<file path="src/rtl/decode_issue_ctrl_if.sv">
// rtl/decode_issue_ctrl_if.sv - fetch/decode handshake bundle for the issue controller
// Ports: if_valid/if_inst/if_pc/if_ready (fetch side), id_valid/id_inst/id_pc/id_ready
// (decode side), flush (redirect), stall_cnt (load-use stall counter).
// master = environment driving fetch and decode, slave = the issue controller.
interface decode_issue_ctrl_if #(
  parameter int CNT_W = 16
);
  logic             if_valid;
  logic [31:0]      if_inst;
  logic [31:0]      if_pc;
  logic             if_ready;
  logic             id_valid;
  logic [31:0]      id_inst;
  logic [31:0]      id_pc;
  logic             id_ready;
  logic             flush;
  logic [CNT_W-1:0] stall_cnt;

  modport master (
    output if_valid, if_inst, if_pc, id_ready, flush,
    input  if_ready, id_valid, id_inst, id_pc, stall_cnt
  );

  modport slave (
    input  if_valid, if_inst, if_pc, id_ready, flush,
    output if_ready, id_valid, id_inst, id_pc, stall_cnt
  );
endinterface

</file>
<file path="src/rtl/decode_issue_ctrl.sv">
// rtl/decode_issue_ctrl.sv - 2-entry issue queue with load-use bubble and flush
// Ports: clk, rst (async active-high), bus (decode_issue_ctrl_if.slave):
//   fetch in  : if_valid, if_inst, if_pc / out if_ready
//   decode out: id_valid, id_inst, id_pc / in id_ready
//   flush in (squash queue), stall_cnt out (saturating load-use stall cycles)
module decode_issue_ctrl #(
  parameter int DEPTH = 2,
  parameter int CNT_W = 16
) (
  input logic               clk,
  input logic               rst,
  decode_issue_ctrl_if.slave bus
);

  logic [31:0]      mem_inst [DEPTH];
  logic [31:0]      mem_pc   [DEPTH];
  logic             rd_ptr;
  logic             wr_ptr;
  logic [1:0]       count;
  logic             load_pend;
  logic [4:0]       load_rd;
  logic [CNT_W-1:0] stall_q;

  logic [31:0] head;
  logic [6:0]  opcode;
  logic [2:0]  funct3;
  logic        use_rs1;
  logic        use_rs2;
  logic        not_empty;
  logic        hazard;
  logic        enq;
  logic        deq;
  logic        issue_load;

  assign head      = mem_inst[rd_ptr];
  assign opcode    = head[6:0];
  assign funct3    = head[14:12];
  assign not_empty = (count != 2'd0);

  // Which source registers the head instruction actually reads.
  always_comb begin
    use_rs1 = 1'b0;
    use_rs2 = 1'b0;
    case (opcode)
      7'b0110011, 7'b0100011, 7'b1100011: begin
        use_rs1 = 1'b1;
        use_rs2 = 1'b1;
      end
      7'b0010011, 7'b0000011, 7'b1100111: use_rs1 = 1'b1;
      7'b1110011: use_rs1 = (funct3 == 3'b001) || (funct3 == 3'b010) || (funct3 == 3'b011);
      default: ;
    endcase
  end

  assign hazard = load_pend && not_empty &&
                  ((use_rs1 && (head[19:15] == load_rd)) ||
                   (use_rs2 && (head[24:20] == load_rd)));

  assign bus.if_ready  = (count != 2'(DEPTH));
  assign bus.id_valid  = not_empty && !hazard && !bus.flush;
  assign bus.id_inst   = head;
  assign bus.id_pc     = mem_pc[rd_ptr];
  assign bus.stall_cnt = stall_q;

  assign enq        = bus.if_valid && bus.if_ready && !bus.flush;
  assign deq        = bus.id_valid && bus.id_ready;
  assign issue_load = deq && (opcode == 7'b0000011) && (head[11:7] != 5'd0);

  always_ff @(posedge clk or posedge rst) begin
    if (rst) begin
      for (int i = 0; i < DEPTH; i++) begin
        mem_inst[i] <= '0;
        mem_pc[i]   <= '0;
      end
      rd_ptr    <= 1'b0;
      wr_ptr    <= 1'b0;
      count     <= 2'd0;
      load_pend <= 1'b0;
      load_rd   <= 5'd0;
      stall_q   <= '0;
    end else begin
      // Payload registers are written on enqueue only; flush leaves them alone.
      if (enq) begin
        mem_inst[wr_ptr] <= bus.if_inst;
        mem_pc[wr_ptr]   <= bus.if_pc;
      end

      if (bus.flush) begin
        rd_ptr    <= 1'b0;
        wr_ptr    <= 1'b0;
        count     <= 2'd0;
        load_pend <= 1'b0;
      end else begin
        if (enq) wr_ptr <= ~wr_ptr;
        if (deq) rd_ptr <= ~rd_ptr;
        if (enq && !deq)      count <= count + 2'd1;
        else if (deq && !enq) count <= count - 2'd1;

        // A load issuing in the same cycle that retires the previous one re-arms.
        if (issue_load) begin
          load_pend <= 1'b1;
          load_rd   <= head[11:7];
        end else if (bus.id_ready) begin
          load_pend <= 1'b0;
        end

        if (hazard && (stall_q != '1)) stall_q <= stall_q + 1'b1;
      end
    end
  end

endmodule

</file>
<file path="src/flat_wrapper.sv">
// flat-port wrapper written by rule: the top's interface ports become plain ports
module decode_issue_ctrl_flat 
#(
  parameter int DEPTH = 2,
  parameter int CNT_W = 16
)
  (clk, rst, bus_if_valid, bus_if_inst, bus_if_pc, bus_id_ready, bus_flush, bus_if_ready, bus_id_valid, bus_id_inst, bus_id_pc, bus_stall_cnt);
  decode_issue_ctrl_if #(.CNT_W(CNT_W)) bus_i ();
  input logic clk;
  input logic rst;
  input wire logic [$bits(bus_i.if_valid)-1:0] bus_if_valid;
  input wire logic [$bits(bus_i.if_inst)-1:0] bus_if_inst;
  input wire logic [$bits(bus_i.if_pc)-1:0] bus_if_pc;
  input wire logic [$bits(bus_i.id_ready)-1:0] bus_id_ready;
  input wire logic [$bits(bus_i.flush)-1:0] bus_flush;
  output wire logic [$bits(bus_i.if_ready)-1:0] bus_if_ready;
  output wire logic [$bits(bus_i.id_valid)-1:0] bus_id_valid;
  output wire logic [$bits(bus_i.id_inst)-1:0] bus_id_inst;
  output wire logic [$bits(bus_i.id_pc)-1:0] bus_id_pc;
  output wire logic [$bits(bus_i.stall_cnt)-1:0] bus_stall_cnt;
  assign bus_i.if_valid = bus_if_valid;
  assign bus_i.if_inst = bus_if_inst;
  assign bus_i.if_pc = bus_if_pc;
  assign bus_i.id_ready = bus_id_ready;
  assign bus_i.flush = bus_flush;
  assign bus_if_ready = bus_i.if_ready;
  assign bus_id_valid = bus_i.id_valid;
  assign bus_id_inst = bus_i.id_inst;
  assign bus_id_pc = bus_i.id_pc;
  assign bus_stall_cnt = bus_i.stall_cnt;
  decode_issue_ctrl #(.DEPTH(DEPTH), .CNT_W(CNT_W)) u_core (.clk(clk), .rst(rst), .bus(bus_i));
endmodule
</file>
<file path="config.mk">
export PLATFORM = sky130hd
export DESIGN_NAME = decode_issue_ctrl_flat
export DESIGN_NICKNAME = d
export VERILOG_FILES = /design/src/rtl/decode_issue_ctrl_if.sv /design/src/rtl/decode_issue_ctrl.sv /design/src/flat_wrapper.sv
export SDC_FILE = /design/constraint.sdc
export NUM_CORES = 1
export LEC_CHECK = 0
export BUFFER_PORTS_ARGS = -buffer_cell sky130_fd_sc_hd__buf_2
export CAP_MARGIN = 5
export CORE_MARGIN = 2
export CORE_UTILIZATION = 49
export CTS_CLUSTER_DIAMETER = 150
export DETAILED_ROUTE_END_ITERATION = 6
export PLACE_DENSITY = 0.76
export SYNTH_ARGS = -nofsm -noshare
export SYNTH_HDL_FRONTEND = slang
export SYNTH_SLANG_ARGS = --single-unit
</file>
<file path="constraint.sdc">
create_clock -name clk -period 4.6 [get_ports clk]
set_clock_uncertainty 0.15 [all_clocks]
set_input_delay 0.46 -clock clk [delete_from_list [all_inputs] [get_ports clk]]
set_output_delay 0.46 -clock clk [all_outputs]
set_load 0.05 [all_outputs]
</file>
After elaboration in Yosys (flattened, before gate mapping)
Index checks and enable logic that the tools add are counted.
{ "totals": {"romBits": 0, "out_inout_bits": 82, "reg_bits": 154, "latchBits": 0, "memories": 0, "wordCells": 89, "input_bits": 69, "ram_bits": 0} }
{ "classes": {"addsub": 3, "shifts": 0, "n_eq_ne": 14, "n_div": 0, "multipliers": 0, "mux": 22, "n_lt_le_gt_ge": 3, "n_reduce_logical": 32, "bitwise_logic": 5} }
{ "op_table": {"columns": ["cell", "count"], "rows": [
  ["two-way mux 32 bit", 7],
  ["bitwise mux 64 bit", 2],
  ["demux 32 bit (select 1 bit)", 1],
  ["== test 7 bit (second input constant)", 3],
  ["adder 16 x 1 -> 16 bit (second input constant)", 1],
  ["!= test 16 bit (second input constant)", 1],
  ["logical AND 1 bit", 15],
  ["== test 7 x 6 -> 1 bit (second input constant)", 2],
  ["== test 5 bit", 2],
  ["two-way mux 1 bit", 8],
  ["== test 7 x 2 -> 1 bit (second input constant)", 1],
  ["== test 7 x 5 -> 1 bit (second input constant)", 1],
  ["== test 3 x 2 -> 1 bit (second input constant)", 2],
  ["two-way mux 2 bit", 3],
  ["nonzero test 2 bit", 3],
  ["nonzero test 3 bit", 2],
  ["OR reduction 6 bit", 1],
  ["nonzero test 5 bit", 1],
  ["greater-or-equal comparator 2 bit (second input constant)", 2],
  ["zero test 1 bit", 4],
  ["inverter 1 -> 2 bit", 2],
  ["AND reduction 2 bit", 2],
  ["== test 3 x 1 -> 1 bit (second input constant)", 1],
  ["logical OR 1 bit", 3],
  ["other kinds (7)", 9]
]} }

Longest topological paths before layout
Gate-level depths: netlist of run 1.
{ "logic_depth": {"ltp_word": 19, "mapped_depth": 11, "depth_no_buf": 7} }

Worst setup path before layout of run 1
Ideal clock, no wire load.
{ "synth_timing": {"kind": "register to output", "startpoint": "register u_core.rd_ptr", "endpoint": "output port bus_id_valid", "slack_ns": 1.253, "required_time_ns": 3.990, "arrival_time_ns": 2.737, "path_buffers": 3, "path_stages_with_launch": 10, "path_cell_list": "dfrtp_1 > buf_6 > mux2_2 > xor2_1 > nor2_1 > nand2_1 > a21oi_2 > buf_4 > buf_4 > nor3_1"} }
{ "synth_between": {"elab_cells_between_ends": 29, "cone_classes": "12 x eq/ne; 5 x mux; 1 x bitwise; 11 x reduce/logical"} }
{ "synth_rtl": {"columns": ["element", "line_no", "rtl"], "rows": [
  ["start, declared", "decode_issue_ctrl.sv:17", "logic rd_ptr;"],
  ["start signal, assigned", "decode_issue_ctrl.sv:95", "if (deq) rd_ptr <= ~rd_ptr;"],
  ["inverter 1 -> 2 bit (implied by the code)", "decode_issue_ctrl.sv:35", "assign head = mem_inst[rd_ptr];"],
  ["two-way mux 32 bit (implied by the code) (3 in a row)", "decode_issue_ctrl.sv:35", null],
  ["net bus_id_inst[22]", "flat_wrapper.sv:18", "output wire logic [$bits(bus_i.id_inst)-1:0] bus_id_inst;"],
  ["== test 5 bit", "decode_issue_ctrl.sv:57", "(use_rs2 && (head[24:20] == load_rd)));"],
  ["logical AND 1 bit", "decode_issue_ctrl.sv:57", null],
  ["logical OR 1 bit", "decode_issue_ctrl.sv:56", "((use_rs1 && (head[19:15] == load_rd)) ||"],
  ["logical AND 1 bit", "decode_issue_ctrl.sv:55", "assign hazard = load_pend && not_empty &&"],
  ["zero test 1 bit", "decode_issue_ctrl.sv:60", "assign bus.id_valid = not_empty && !hazard && !bus.flush;"],
  ["logical AND 1 bit (2 in a row)", "decode_issue_ctrl.sv:60", null],
  ["end, declared", "flat_wrapper.sv:17", "output wire logic [$bits(bus_i.id_valid)-1:0] bus_id_valid;"]
]} }
The timed path passes the listed nets, and every way through them passes these cells. The select of a mux whose other input is x is not followed.

Worst setup path after layout of run 1
{ "layout_timing": {"startpoint": "register u_core.rd_ptr", "endpoint": "output port bus_id_valid"} }
{ "layout_between": {"elab_chain_len": 14, "elab_cells_between_ends": 29, "cone_classes": "12 x eq/ne; 5 x mux; 1 x bitwise; 11 x reduce/logical"} }
{ "layout_lines": {"columns": ["element", "line_no"], "rows": [
  ["inverter 1 -> 2 bit (implied by the code) *", "decode_issue_ctrl.sv:35"],
  ["two-way mux 32 bit (implied by the code) * (3 in a row)", "decode_issue_ctrl.sv:35"],
  ["parallel branches: the longest is 5 deep, another holds == test 7 x 5 -> 1 bit", null],
  ["logical OR 1 bit *", "decode_issue_ctrl.sv:56"],
  ["logical AND 1 bit *", "decode_issue_ctrl.sv:55"],
  ["zero test 1 bit *", "decode_issue_ctrl.sv:60"],
  ["logical AND 1 bit * (2 in a row)", "decode_issue_ctrl.sv:60"]
]} }
Mark *: on every way between the ends. The select of a mux whose other input is x is not followed.

==> impl_results.md, run 1 <==
* Status: finished, final reports clean
* Cell taking the most area after synthesis: dfrtp_1
* Ys async rst share at 100%
* Crit-path cells: buf_4, mux2_2, nor2_1, nand2_1, a21oi_2, buf_4, nor3_1, buf_2
* Final hold vios at 0
* Num CTS Buffers at 17
* Clock slew at reported path FFs at 0.06 ns
* Post-CTS Setup Bufs at 0
* Clk sinks at 154
* Slack of the critical path at 0.765 ns
* Port bufs at 150
* Pins Over Slew Limit at 0
* Crit path time final at 3.83 ns
* Syn Nets at 571
* Initial antenna violation count at 0
* Worst hold-check path type: in -> async
* Yosys warns at 0
* Ranking of synthesized cells by area: dfrtp_1 54%, mux2_2 29%, mux2_4 3.0%, xnor2_1 2.0%, xor2_1 1.2%
* Final period utilization at 83.4%
* Synth top area share at 54.4%
* Synthesized area at 7080 µm²
* Crit-path slowest cell: dfrtp_4
* FP Rows at 43
* Cell Count, Final, Fillers Out at 842
* Worst hold margin at 0.0718 ns
* Final TNS setup at 0 ns
* Core area at 14000 µm²
* Gp weighted congestion at 0.916
* Die Width at 124 µm
* Sw Pwr at 1.68 mW
* Total grt overflow at 0
* Post-Place Setup Slack at 1.15 ns
* All-Layer GR Usage at 20.4%
* Worst setup path class: reg -> out
* Skew-Pair Late Insertion Delay at 0.42 ns
* Cells after Synth at 501
* Drt wl/cell at 17.8 µm
* Worst slew margin at 37.0%
* Die H at 124 µm
* Sw frac at 34.7%
* Final WL at 15000 µm
* Crit. End Element: output pin
* Final #Nets at 719
* Initial Util at 50.6%
* Placed cell count at 810
* WP data arrival at 3.22 ns
* Worst-Margin Slew at 0.933 ns
* TritonRoute pass-1 iters at 5
* Final antenna-violating net count at 0
* Number of synthesized flops with an enable pin at 0
* Yosys reg bits at 154
* DR vias/cell at 5.52
* Total number of vias at 4644
* Drt first-iter violations at 231
* WP data required at 3.99 ns
* Antenna diodes at 0
* RSZ-0062 raised after global routing: no
* First-pass GRT wire length at 24000 µm
* Cts repair resizes at 0
* Leak at 3.98 nW
* Logic pwr share at 31.7%
* Final Core Density at 61.4%
* Critical Path Source Type: flop
* CTS tree: built
* Vias in the first global route at 4836
* Clock share of power at 29.0%
* HPWL after DPL at 10400 µm
* Slowest stage delay, CP at 0.76 ns
* Reg power frac at 39.3%
* CTS max path bufs at 2
* Maxcap violations at 0
* Hold buffers post-CTS at 0
* DRC at 0
* Power Density at 562 nW/µm²
* Die area at 15400 µm²
* Achievable Freq at 0.261 GHz
* Clock H-tree levels at 4
* Crit path top cell by count: buf_4
* Worst IR Drop VDD at 0.306 mV
* Layout area overhead at 21.3%
* Fraction of layout cells with a size suffix above 1 at 58.8%
* Part of the Yosys area used for sequential elements at 54.4%
* Largest net degree at the start of global routing at 76
* Internal power at 3.15 mW
* Top Ports at 151
* Clk root buf: clkbuf_16
* Yosys cell types at 43
* Biggest fanout along the worst timing path at 40
* Final setup viols at 0
* Syn_area_per_cell at 14.1 µm²
* Top FF cell, synth: dfrtp_1
[layout by cell type, fill, tap and decap left out, types with 4 or more instances in the layout]
cell       count
nor2_1         9
xor2_1        10
and4_1         5
clkbuf_16     17
nand4_1        4
and3_1        10
nand2_1       11
dfrtp_1      153
xnor2_1       16
nand3_1        9
mux2_2       182
mux2_4        14
o21ai_0        4
a21oi_1        4
buf_4          5
buf_2        150
[metal layers]
layer	global-route usage, %	vias to the layer above	wire length, µm
li1	-	2121	-
met1	24.4	2366	6140
met2	34.3	136	7530
met3	6.87	21	1100
met4	7.44	0	243
met5	0	-	0
[worst paths after layout]
| check | slack, ns | endpoint | cells after the start | start |
|---|---|---|---|---|
| max in group asynchronous | 3.20 | u_core.rd_ptr | 3 | rst |
| min in group clk | 0.13 | u_core.mem_pc[13] | 2 | bus_if_pc[13] |
| hold reg to reg | 0.34 | u_core.bus.stall_cnt[14] | 1 | u_core.bus.stall_cnt[14] |
| setup / recovery | 0.77 | bus_id_valid | 8 | u_core.rd_ptr |
| hold / removal | 0.07 | u_core.mem_inst[60] | 2 | rst |
| setup reg to reg | 1.13 | u_core.load_rd[0] | 9 | u_core.rd_ptr |
[critical path: cells and delay by family (launching register included)]
family,cells,cell delay (ns)
mux,1,0.41
compound gates,1,0.12
flops,1,0.76
simple gates,3,0.44
buf+inv,3,1.02
[stage by stage]
step                instance area, µm²  power, mW
floorplan                         7080       3.13
global placement                  7990       3.39
detailed placement                7990       3.46
CTS                               8590       4.87
global route                      8590       5.05
finish                            8590       4.83
[cells by family after synthesis]
group           after synthesis  share of synthesized area (%)
simple gates                 72                           5.87
flops                       154                           54.4
compound gates               22                           2.26
fa+ha+maj                     1                          0.177
mux                         196                           31.9
xor+xnor                     26                           3.22
buf+inv                      30                           2.12
[state kept, by name (all words and copies together), names as in the netlist]
register	count
u_core.mem_inst	64
u_core.mem_pc	64
u_core.bus.stall_cnt	16
u_core.load_rd	5
u_core.count	2
u_core.load_pend	1
u_core.rd_ptr	1
u_core.wr_ptr	1
[final cells by class]
class	count	area [µm²]
Timing Repair Buffer	156	808
Clock buffer	21	450
Multi-Input combinational cell	317	3080
Fill cell	1141	5400
Inverter	3	15.0
Clock inverter	11	146
Sequential cell	154	3860
Tap cell	180	225
[power by group through the flow]
stage | Sequential [mW] | Clock, mW | Combinational [mW]
after CTS | 1.90 | 1.43 | 1.55
after global routing | 1.94 | 1.49 | 1.62
after global placement | 1.88 | 0 | 1.51
after floorplan | 1.84 | 0 | 1.29
final | 1.90 | 1.40 | 1.53
after detailed placement | 1.92 | 0 | 1.54
[synth_stat cells, types with 2 or more instances]
library cell and count:
a21oi_1 4, a41oi_1 2, and3_1 10, and4_1 5, buf_1 2, buf_4 3
buf_6 2, clkbuf_1 19, dfrtp_1 154, inv_1 3, mux2_2 182, mux2_4 14
nand2_1 12, nand2b_1 2, nand3_1 9, nand3_2 2, nand3b_1 3, nand4_1 4
nor2_1 9, nor2b_1 3, nor3_1 3, nor4_1 3, o211ai_1 2, o21ai_0 4
or3_1 2, or4_1 2, xnor2_1 16, xor2_1 10
(Power assumes the default switching activity.)
==> run 2: changes to the inputs <==
CORE_UTILIZATION = 55   (was 49)
PLACE_DENSITY = 0.8   (was 0.76)
clock period = 3.75 ns   (was 4.6 ns; I/O delays follow)
==> run 2 against run 1 <==
  * Die area shrank 11%
  * Hold slack lost 0.026 ns
  * Register-to-register slack worse by 0.58 ns
  * Cell count decreased by 0.24%
  * Routed wire length is 1.5% higher
  * Non-clock buffer count increased by 5
  * Sequential share of layout area down 0.23 points
  * Design area rose by 0.51%
  * Clock power rose by 24%
  * Critical path type unchanged
  * Critical endpoint unchanged
  * Largest power group unchanged
==> impl_results.md, run 2 (synthesis gave the netlist of run 1 again) <==
* Core area at 12600 µm² (-10%)
* Final TNS setup at 0 ns (unchanged)
* Vias in the first global route at 5015 (+3.7%)
* Worst-Margin Slew at 0.833 ns (-0.100 ns)
* Power Density at 692 nW/µm² (+23%)
* Final period utilization at 94.9%
* Final design instance area without fill at 8630 µm² (+0.51%)
* Slack of the critical path at 0.191 ns (-0.574 ns)
* Clk root buf: clkbuf_16
* Critical Path Source Type: flop
* Most frequent cells in the layout: 182 x mux2_2, 153 x dfrtp_1, 150 x buf_2, 17 x clkbuf_16, 16 x xnor2_1
* Skew-Pair Late Insertion Delay at 0.42 ns (about the same)
* Status: finished, final reports clean
* Final hold vios at 0 (unchanged)
* Leak at 4.01 nW (+0.81%)
* Total power at 5.97 mW (+24%)
* Die area at 13800 µm² (-11%)
* Die Width at 117 µm (-5.4%)
* Worst hold margin at 0.0462 ns (-0.0256 ns)
* Total number of vias at 4637 (-0.15%)
* Crit. End Element: output pin
* Clock slew at reported path FFs at 0.06 ns (about the same)
* First-pass GRT wire length at 25400 µm (+6.0%)
* Hold Path Depth at 2
* Clock H-tree levels at 4 (unchanged)
* R2r startpoint: u_core.rd_ptr
* Maxcap violations at 0 (unchanged)
* Total grt overflow at 0 (unchanged)
* All-Layer GR Usage at 23.2% (+2.8 points)
* Fraction of layout cells with a size suffix above 1 at 58.8% (about the same)
* Worst hold-check path type: in -> reg
* WP data arrival at 3.03 ns (-0.19 ns)
* Gp weighted congestion at 0.850 (-7.2%)
* Final WL at 15200 µm (+1.5%)
* Port bufs at 150 (unchanged)
* Initial antenna violation count at 2 (+2)
* Placed cell count at 806 (-0.49%)
* RSZ-0062 raised after global routing: no
* HPWL after DPL at 10500 µm (+1.7%)
* Worst hold start: bus_if_inst[20]
* Largest net degree at the start of global routing at 69 (-9.2%)
* DRC at 0 (unchanged)
* Worst setup path class: reg -> out
* Pins Over Slew Limit at 0 (unchanged)
* DR vias/cell at 5.52 (about the same)
* Worst IR Drop VDD at 0.478 mV (+56%)
* Drt first-iter violations at 197 (-15%)
* Worst-case reg-to-reg path depth at 8 (-1)
* Fill cell count at 889 (-22%)
* Cell Count, Final, Fillers Out at 840 (-0.24%)
* Commonest non-fill, non-tap cell in the layout: mux2_2
* Num CTS Buffers at 17 (unchanged)
* Worst slew margin at 44.5% (+7.5 points)
* FP Rows at 41 (-4.7%)
* Post-Place Setup Slack at 0.546 ns (-0.608 ns)
* Drt wl/cell at 18.1 µm (+1.7%)
* Die H at 117 µm (-5.4%)
* Post-CTS Setup Bufs at 0 (unchanged)
* Final Core Density at 68.7% (+7.3 points)
* Clk sinks at 154 (unchanged)
* Achievable Freq at 0.281 GHz
* Final setup viols at 0 (unchanged)
* Placed cell area at 8010 µm² (+0.25%)
* Initial Util at 56.3% (+5.7 points)
* Layout area overhead at 21.9%
* WP data required at 3.22 ns (-0.77 ns)
* Crit path time final at 3.56 ns
* CTS tree: built
* Biggest fanout along the worst timing path at 30 (-25%)
* Worst setup path start: u_core.rd_ptr
* CTS max path bufs at 2 (unchanged)
* Cts repair resizes at 0 (unchanged)
* Top Ports at 151 (unchanged)
* TritonRoute pass-1 iters at 4 (-1)
* Final antenna-violating net count at 0 (unchanged)
* Final #Nets at 724 (+0.70%)
[run 2: cell count changes in the layout (fill, tap and decap cells not counted)]
| cell | change |
|---|---|
| diode_2 | +1 |
| clkbuf_8 | +3 |
| clkinvlp_4 | -1 |
| dlygate4sd3_1 | +1 |
| clkbuf_1 | +1 |
| buf_4 | +4 |
| clkinv_4 | -3 |
[run 2: final timing paths]
path	endpoint	slack, ns
max	bus_id_valid	0.19
min	u_core.mem_inst[52]	0.05
max reg2reg	u_core.load_rd[2]	0.55
min reg2reg	u_core.bus.stall_cnt[9]	0.34
max in group asynchronous	u_core.mem_pc[19]	2.25
min in group asynchronous	u_core.mem_inst[25]	0.50
[run 2: area by class of cell]
class,instances,area [µm²],share of cell area [%]
clock inverter,7,113,1.30
inverter,3,15.0,0.174
antenna,1,2.50,0.0290
tap,172,215,2.49
sequential,154,3860,44.7
multi-input combinational,317,3080,35.7
timing repair buffer,161,848,9.83
clock buffer,25,495,5.74
[run 2: report_power, final]
| group | switching, mW | internal, mW |
|---|---|---|
| clock | 0.631 | 1.11 |
| sequential | 0.249 | 2.09 |
| combinational | 1.17 | 0.725 |
| total | 2.05 | 3.92 |
[run 2: what timing repair did]
action,4_1_cts,5_1_grt
hold endpoints to repair,35,0
setup endpoints to repair,0,0
hold buffers,1,0
[run 2: worst max-delay path, stage by stage (launching register included)]
cell	delay (ns)
dfrtp_4	0.72
mux2_2	0.41
xor2_1	0.15
nor4_1	0.44
nand3_2	0.17
a21oi_2	0.18
buf_4	0.23
nor3_1	0.07
buf_2	0.22
[run 2: per-layer routing]
layer	part of all wire, %	track usage (%)
met4	1.9	8.43
met1	42	28.6
met5	0.072	0
met2	50	38.8
met3	6.5	7.22
